`src/rtl/qpu_exu_timer_sched.sv`:
```
// Execution-unit timing scheduler: pops relative intervals from the time
// queue, counts them down and pulses a trigger on each expiry.
module qpu_exu_timer_sched #(
    parameter int TIME_W = 16,
    parameter int ABS_W  = 32,
    parameter int CNT_W  = 16
) (
    input  logic              clk,
    input  logic              rst,
    input  logic              start_i,
    input  logic              stop_i,
    input  logic              pause_i,
    input  logic              tq_head_vld_i,
    input  logic [TIME_W-1:0] tq_head_time_i,
    output logic              tq_pop_o,
    output logic              trig_o,
    output logic              busy_o,
    output logic              underrun_o,
    output logic [ABS_W-1:0]  abs_time_o,
    output logic [CNT_W-1:0]  trig_cnt_o
);

    typedef enum logic [1:0] {
        IDLE,
        ARM,
        WAIT
    } state_t;

    state_t            state_q, state_d;
    logic [TIME_W-1:0] cnt_q, cnt_d;
    logic [TIME_W-1:0] intv_q, intv_d;
    logic [ABS_W-1:0]  abs_q;
    logic [CNT_W-1:0]  tcnt_q;
    logic              under_q;
    logic              under_set;
    logic              clr;
    logic              adv;

    always_comb begin
        state_d   = state_q;
        cnt_d     = cnt_q;
        intv_d    = intv_q;
        tq_pop_o  = 1'b0;
        trig_o    = 1'b0;
        under_set = 1'b0;
        if (!rst) begin
            if (stop_i) begin
                state_d = IDLE;
            end else if (state_q == IDLE) begin
                if (start_i) state_d = ARM;
            end else if (!pause_i) begin
                unique case (state_q)
                    ARM: begin
                        if (tq_head_vld_i) begin
                            tq_pop_o = 1'b1;
                            intv_d   = tq_head_time_i;
                            cnt_d    = '0;
                            state_d  = WAIT;
                        end
                    end
                    WAIT: begin
                        if (cnt_q != intv_q) begin
                            cnt_d = cnt_q + 1'b1;
                        end else begin
                            trig_o = 1'b1;
                            if (tq_head_vld_i) begin
                                tq_pop_o = 1'b1;
                                intv_d   = tq_head_time_i;
                                cnt_d    = '0;
                            end else begin
                                under_set = 1'b1;
                                state_d   = ARM;
                            end
                        end
                    end
                    default: ;
                endcase
            end
        end
    end

    // start only takes effect from IDLE; stop in the same cycle wins
    assign clr = (state_q == IDLE) && start_i && !stop_i;
    assign adv = (state_q != IDLE) && !stop_i && !pause_i;

    always_ff @(posedge clk) begin
        if (rst) begin
            state_q <= IDLE;
            cnt_q   <= '0;
            intv_q  <= '0;
            abs_q   <= '0;
            tcnt_q  <= '0;
            under_q <= 1'b0;
        end else begin
            state_q <= state_d;
            cnt_q   <= cnt_d;
            intv_q  <= intv_d;
            if (clr) begin
                abs_q   <= '0;
                tcnt_q  <= '0;
                under_q <= 1'b0;
            end else begin
                if (adv) abs_q <= abs_q + 1'b1;
                if (trig_o && tcnt_q != '1) tcnt_q <= tcnt_q + 1'b1;
                if (under_set) under_q <= 1'b1;
            end
        end
    end

    assign busy_o     = (state_q != IDLE);
    assign underrun_o = under_q;
    assign abs_time_o = abs_q;
    assign trig_cnt_o = tcnt_q;

endmodule

```
`config.mk`:
```
export PLATFORM = sky130hd
export DESIGN_NAME = qpu_exu_timer_sched
export DESIGN_NICKNAME = d
export VERILOG_FILES = /design/src/rtl/qpu_exu_timer_sched.sv
export SDC_FILE = /design/constraint.sdc
export NUM_CORES = 1
export LEC_CHECK = 0
export BUFFER_PORTS_ARGS = -buffer_cell sky130_fd_sc_hd__buf_4
export CORE_MARGIN = 2
export CORE_UTILIZATION = 57
export CTS_CLUSTER_SIZE = 8
export DETAILED_ROUTE_END_ITERATION = 10
export HOLD_SLACK_MARGIN = 0.05
export PLACE_DENSITY = 0.8
export SLEW_MARGIN = 20
export SYNTH_ARGS = -nofsm -noshare
export SYNTH_HDL_FRONTEND = slang
export SYNTH_SLANG_ARGS = --single-unit
```
`constraint.sdc`:
```
create_clock -name clk -period 2.5 [get_ports clk]
set_input_delay 0.75 -clock clk [delete_from_list [all_inputs] [get_ports clk]]
set_output_delay 0.75 -clock clk [all_outputs]
set_load 0.01 [all_outputs]
```
==> results of run 1 <==
timing repair:
item	in CTS	in global routing
endpoints found under the setup margin	2	2
setup buffers	6	0
hold endpoints to repair	0	0
resized for setup	23	2
pin swaps	9	2
where the power goes:
part	switching (mW)	total (mW)	internal, mW
registers	0.00149	1.32	1.32
logic	0.0679	0.126	0.0584
clock network	0.460	0.828	0.368
state kept, by name (all words and copies together), names as in the netlist:
register    flops
abs_time_o     32
cnt_q          16
intv_q         16
trig_cnt_o     16
state_q         2
underrun_o      1
worst min-delay path: stages (launching register included):
cell and delay (ns):
dfxtp_1 0.33, nand2_1 0.06, mux2i_1 0.05
area by class of cell:
cell class | instances | area [um^2] | share of cell area
Tap cell | 102 | 128 | 0.0228
Multi-Input combinational cell | 404 | 2720 | 0.486
Inverter | 19 | 71.3 | 0.0127
Clock buffer | 10 | 138 | 0.0246
Timing Repair Buffer | 109 | 843 | 0.151
Sequential cell | 83 | 1680 | 0.300
Clock inverter | 3 | 17.5 | 0.00313
metrics by stage:
step	util	worst slack [ns]	TNS [ns]
after global placement	0.686	0.139	0
after CTS	0.723	-0.0401	-0.0401
final	0.724	-0.0604	-0.0604
after floorplan	-	0.0193	0
after global routing	0.724	-0.175	-0.264
after detailed placement	0.686	0.116	0
routing by layer:
metal | vias to the layer above | share of wire
met1 | 2042 | 0.44
met2 | 191 | 0.47
met5 | - | 0
met4 | 0 | 0.025
met3 | 32 | 0.071
li1 | 2128 | -
cell usage in the layout, fill, tap and decap left out, types with 2 or more instances in the layout:
cell,count
nor2b_1,4
o31ai_1,4
inv_1,19
mux2i_1,17
o21ai_1,2
nor4_2,12
and3_1,5
nand2_1,50
o21ai_0,26
a21oi_1,26
clkbuf_8,10
nor4_4,2
clkinv_2,2
nand4_1,21
buf_12,2
dfxtp_4,2
and2_1,7
nor2_1,38
or3b_1,16
or3_1,21
xor2_1,28
dfxtp_1,73
nand3_1,39
o211ai_1,4
ha_1,5
or4_1,6
and4_1,11
o221ai_1,11
xnor2_1,7
nor4_1,7
nor3_1,10
buf_4,107
dfxtp_2,8
or2_2,2
nor4b_1,2
how the worst max path moves through the flow:
stage,from,end,slack [ns],cells after the start
final,cnt_q[8]$_SDFFE_PP0P_,tq_pop_o,-0.06,6
after global routing,cnt_q[7]$_SDFFE_PP0P_,tq_pop_o,-0.18,6
after CTS,intv_q[9]$_SDFFE_PP0P_,tq_pop_o,-0.04,6
after detailed placement,cnt_q[3]$_SDFFE_PP0P_,tq_pop_o,0.12,6
after global placement,pause_i,cnt_q[9]$_SDFFE_PP0P_,0.14,6
after floorplan,cnt_q[4]$_SDFFE_PP0P_,trig_o,0.02,7
logic make-up (layout without fill, tap and decap cells):
group           Yosys count  after routing  synth area share
mux                      18             18            0.0401
xor+xnor                 37             37            0.0715
compound gates           81             81             0.110
buf+inv                  53            141            0.0525
fa+ha+maj                 6              6            0.0166
simple gates            262            262             0.343
flops                    83             83             0.367
==> metrics.yaml, run 1 <==
run_status:
  run_status: "complete, but fails checks"
  violations: "setup timing"
synthesis:
  flop_and_latch_count_out_of_synthesis: 83
  postSynthCellCount: 540
  ys_top_cells_by_count: "83 x dfxtp_1, 50 x nand2_1, 39 x nand3_1, 39 x nor2_1, 30 x xor2_1"
  synth.distinct_cells: 48
  post_synth_edffs: 0
  mappedNetlistNets: 568
  synth_top_cell_by_area: "dfxtp_1"
  yosysTopAreaCellShare: 0.367
  synth_most_common_cell: "dfxtp_1"
  seq_area_frac_synth: 0.367
  most_area_consuming_cells_after_synthesis: "dfxtp_1 37%, xor2_1 5.8%, nand3_1 4.3%"
  asyncSetResetFlopFracSynth: 0
  ys_dominant_reg_cell: "dfxtp_1"
  synth_cell_area_mm2: 0.00453
  synthesis.area_per_instance_um2: 8.39
  number_of_warnings_reported_in_the_yosys_synthesis_log: 0
global_route:
  globalRouteTotalUtil: 0.268
  first_global_vias: 3948
  grt.met2_usage: 0.416
  grt_remaining_overflow: 0
  number_of_antenna_violations_at_the_first_check_in_global_routing: 0
  use_met1: 0.362
  grt_most_used_layer: "met2"
  grt_first_pass_wirelength_mm: 18.8
  pin_count_of_the_biggest_net_entering_global_routing: 35
  globalRouteMet3Util: 0.0508
clock_tree:
  clock_sink_count: 83
  ctsLongestPathBuffers: 2
  quantity_of_hold_fixing_buffers_added_after_cts: 0
  worstSkewPairLatency_ns: 0.35
  cts_inserted_buffers: 9
  h_tree_levels: 3
  tritoncts: "built"
  root_buffer: "clkbuf_8"
  clk_transition_reported_paths_ns: 0.08
finish:
  area.growth.synth_to_final_pct: 23.5
  num_antenna_cells: 0
  drive_gt1_frac: 0.256
  final_area_mm2: 0.00559
  finish.cell_count_without_fillers: 730
  final_layout_fill_cell_count: 586
  layout.nets: 654
min_path:
  hold_path_startpoint: "trig_cnt_o[5]$_SDFFE_PP0P_"
  worst_hold_path.endpoint: "trig_cnt_o[5]$_SDFFE_PP0P_"
  min_delay_path_depth: 2
  min_path_type: "register to register"
worst_setup_path:
  critPathLaunchType: "register"
  timing.reg2reg.worst_path_depth: 6
  critical-path-max-stage-delay_ns: 0.35
  required_ns: 1.75
  regToRegEndpoint: "intv_q[5]$_SDFFE_PP0P_"
  crit_path_max_fanout: 5
  cp_cell_sequence: "xor2_1 -> nor4_2 -> and4_4 -> a21oi_2 -> nor3_2 -> buf_4"
  end_kind: "output pin"
  worst_r2r_startpoint: "cnt_q[13]$_SDFFE_PP0P_"
  reg2reg_slack_ns: 0.25
  critPathKind: "register to output pin"
  worst-endpoint-arrival_ns: 1.81
  cpLargestDelayFamily: "simple AND/OR/NAND/NOR gates"
  critical_path.n_buffers_inverters: 1
  cp_slowest_cell: "dfxtp_2"
drt:
  drtAntennaViolNets: 0
  drt-pass1-iter-count: 7
  vias_per_cell: 6.02
  routedWlPerCell_um: 15.3
  route.vias.total: 4393
  initialDrtViolationCount: 319
  remaining_drc_errors: 0
  drt-total-wl_mm: 11.2
die:
  fp-row-count: 32
  floorplan.die.height_um: 93.1
  core-area_mm2: 0.00773
  die-width_um: 93.1
  io_pins: 74
  floorplan.initialDensity: 0.586
  floorplan_die_area_mm2: 0.00868
sta:
  layout_worst_path_cycle_share: 1.02
  hold_violations: 0
  maxSlewViolCount: 0
  fmax_mhz: 391
  tightestPinTransition_ns: 0.580
  final.min_clock_period_ns: 2.56
  final_critical_path_setup_slack_ns: -0.0604
  final.hold.worst_slack_ns: 0.490
  maxSlewHeadroom: 0.610
  grt_setup_unrepaired: "yes"
  final.setup_skew_ns: 0.00853
  timing.final.setup_violations: 1
placed_design:
  gp_congestion: 0.874
  dp_hpwl_mm: 7.91
  placed_cells_incl_taps: 711
  post_dp_cell_area_mm2: 0.00530
  placement.io_buffers: 73
power_and_ir_drop:
  vdd_ir_drop_max_mv: 0.240
  power.total_mw: 2.28
  total_leakage_power_nw: 2.13
  power.density_mw_per_mm2: 407
job:
  timing.max_cap.violations: 0
Power figures use the tool's default switching activity.
==> run 2: changes to the inputs <==
--- a/config.mk
+++ b/config.mk
@@ -16,3 +16,4 @@
 export SYNTH_ARGS = -nofsm -noshare
 export SYNTH_HDL_FRONTEND = slang
 export SYNTH_SLANG_ARGS = --single-unit
+export TNS_END_PERCENT = 30
==> metrics.yaml, run 2 (synthesized netlist as in run 1, its figures left out) <==
die:
  floorplan.die.height_um: 93.1  # unchanged
  io_pins: 74  # unchanged
  fp-row-count: 32  # unchanged
  core-area_mm2: 0.00773  # unchanged
  floorplan_die_area_mm2: 0.00868  # unchanged
  floorplan.initialDensity: 0.586  # unchanged
  die-width_um: 93.1  # unchanged
worst_setup_path:
  regToRegEndpoint: "intv_q[5]$_SDFFE_PP0P_"  # unchanged
  worst-endpoint-arrival_ns: 1.81  # about the same
  crit_path_max_fanout: 5  # unchanged
  critPathLaunchType: "register"  # unchanged
  critPathKind: "register to output pin"  # unchanged
  end_kind: "output pin"  # unchanged
  required_ns: 1.75  # about the same
  worst_r2r_startpoint: "cnt_q[13]$_SDFFE_PP0P_"  # unchanged
  reg2reg_slack_ns: 0.25  # about the same
  timing.reg2reg.worst_path_depth: 6  # unchanged
  timing.critical_path.from: "cnt_q[8]$_SDFFE_PP0P_"  # unchanged
  crit_end: "tq_pop_o"  # unchanged
finish:
  num_antenna_cells: 0  # unchanged
  final_area_mm2: 0.00559  # unchanged
  most-common-layout-cells: "107 x buf_4, 73 x dfxtp_1, 50 x nand2_1"  # unchanged
  final_layout_fill_cell_count: 586  # unchanged
  area.sequential_mm2: 0.00168  # unchanged
  multi_input_logic_area_mm2: 0.00272  # unchanged
  layout.nets: 654  # unchanged
  area.growth.synth_to_final_pct: 23.5  # unchanged
  max_ffs_per_register: 32  # unchanged
  commonest_non_fill_non_tap_cell_in_the_layout: "buf_4"  # unchanged
  drive_gt1_frac: 0.256  # unchanged
drt:
  initialDrtViolationCount: 319  # unchanged
  vias_per_cell: 6.02  # unchanged
  drt-total-wl_mm: 11.2  # unchanged
  drt-pass1-iter-count: 7  # unchanged
  routedWlPerCell_um: 15.3  # unchanged
  remaining_drc_errors: 0  # unchanged
  route.vias.total: 4393  # unchanged
  drtAntennaViolNets: 0  # unchanged
sta:
  fmax_mhz: 391  # unchanged
  layout_worst_path_cycle_share: 1.02  # unchanged
  finalSetupTns_ns: -0.0604  # unchanged
  hold_violations: 0  # unchanged
  grt_setup_unrepaired: "yes"  # unchanged
  final.setup_skew_ns: 0.00853  # unchanged
  timing.final.setup_violations: 1  # unchanged
  maxSlewHeadroom: 0.610  # unchanged
  maxSlewViolCount: 0  # unchanged
  tightestPinTransition_ns: 0.580  # unchanged
  final.min_clock_period_ns: 2.56  # unchanged
  final_critical_path_setup_slack_ns: -0.0604  # unchanged
power_and_ir_drop:
  vdd_ir_drop_max_mv: 0.240  # unchanged
  power.sequential.fraction: 0.581  # about the same
  power.density_mw_per_mm2: 407  # unchanged
  power.switching_fraction: 0.233  # unchanged
  power_switching_mw: 0.529  # unchanged
  p_comb_frac: 0.055  # about the same
  cell_internal_pwr_mw: 1.75  # unchanged
  clock_power_share: 0.364  # about the same
  total_leakage_power_nw: 2.13  # unchanged
placed_design:
  placement.io_buffers: 73  # unchanged
  dp_hpwl_mm: 7.91  # unchanged
  gp_congestion: 0.874  # unchanged
  post_dp_cell_area_mm2: 0.00530  # unchanged
clock_tree:
  root_buffer: "clkbuf_8"  # unchanged
  clk_transition_reported_paths_ns: 0.08  # about the same
  cts_inserted_buffers: 9  # unchanged
  tritoncts: "built"  # unchanged
  clock_sink_count: 83  # unchanged
  worstSkewPairLatency_ns: 0.35  # about the same
  h_tree_levels: 3  # unchanged
  ctsLongestPathBuffers: 2  # unchanged
global_route:
  grt_remaining_overflow: 0  # unchanged
  globalRouteTotalUtil: 0.268  # unchanged
  pin_count_of_the_biggest_net_entering_global_routing: 35  # unchanged
  first_global_vias: 3948  # unchanged
  grt_first_pass_wirelength_mm: 18.8  # unchanged
  number_of_antenna_violations_at_the_first_check_in_global_routing: 0  # unchanged
job:
  timing.max_cap.violations: 0  # unchanged
run_status:
  run_status: "complete, but fails checks"  # unchanged
  violations: "setup timing"  # unchanged
min_path:
  min_path_type: "register to register"  # unchanged
==> run 2: cell counts in the layout (fill, tap and decap cells not counted) <==
No cell type changed its count.
==> run 2: critical path, cell delays in order (launching register included) <==
cell,delay [ns]
dfxtp_2,0.35
xor2_1,0.19
nor4_2,0.33
and4_4,0.28
a21oi_2,0.06
nor3_2,0.10
buf_4,0.15
==> run 2: through the flow <==
step                 util  worst slack [ns]  power [mW]  hold WS [ns]  instances
global placement    0.686             0.139        1.47         0.463        711
finish              0.724           -0.0604        2.28         0.490        730
detailed placement  0.686             0.116        1.48         0.483        711
global route        0.724            -0.175        2.35         0.522        730
floorplan               -            0.0193        1.42         0.465        540
CTS                 0.723           -0.0401        2.28         0.494        730
==> run 2: power by group through the flow <==
stage / clock, mW / combinational (mW) / sequential (mW)
after floorplan: 0 / 0.0612 / 1.35
after global placement: 0 / 0.118 / 1.35
after detailed placement: 0 / 0.121 / 1.35
after CTS: 0.835 / 0.125 / 1.32
after global routing: 0.891 / 0.138 / 1.32
final: 0.828 / 0.126 / 1.32
==> run 2: layer usage <==
layer  share of wire  track usage  vias to the layer above
met5               0            0                        -
met4           0.025        0.120                        0
met3           0.071       0.0508                       32
met2            0.47        0.416                      191
met1            0.44        0.362                     2042
li1                -            -                     2128
==> run 2: layout make-up <==
type                            count  share of cell area
Timing Repair Buffer              109               0.151
Clock buffer                       10              0.0246
Multi-Input combinational cell    404               0.486
Tap cell                          102              0.0228
Inverter                           19              0.0127
Sequential cell                    83               0.300
Clock inverter                      3             0.00313
==> run 2: how the worst min path moves through the flow <==
stage	start	to	slack (ns)	cells past startpoint
floorplan	intv_q[0]$_SDFFE_PP0P_	intv_q[0]$_SDFFE_PP0P_	0.47	2
global placement	trig_cnt_o[5]$_SDFFE_PP0P_	trig_cnt_o[5]$_SDFFE_PP0P_	0.46	2
detailed placement	trig_cnt_o[5]$_SDFFE_PP0P_	trig_cnt_o[5]$_SDFFE_PP0P_	0.48	2
CTS	trig_cnt_o[5]$_SDFFE_PP0P_	trig_cnt_o[5]$_SDFFE_PP0P_	0.49	2
global route	intv_q[15]$_SDFFE_PP0P_	intv_q[15]$_SDFFE_PP0P_	0.52	2
finish	trig_cnt_o[5]$_SDFFE_PP0P_	trig_cnt_o[5]$_SDFFE_PP0P_	0.49	2
==> run 2: timing repair <==
| action | CTS | global route |
|---|---|---|
| hold buffers | 0 | 0 |
| buffers inserted | 6 | 0 |
| hold endpoints to repair | 0 | 0 |
| setup endpoints to repair | 2 | 2 |
| gates resized for setup | 23 | 2 |
| pin swaps | 9 | 2 |
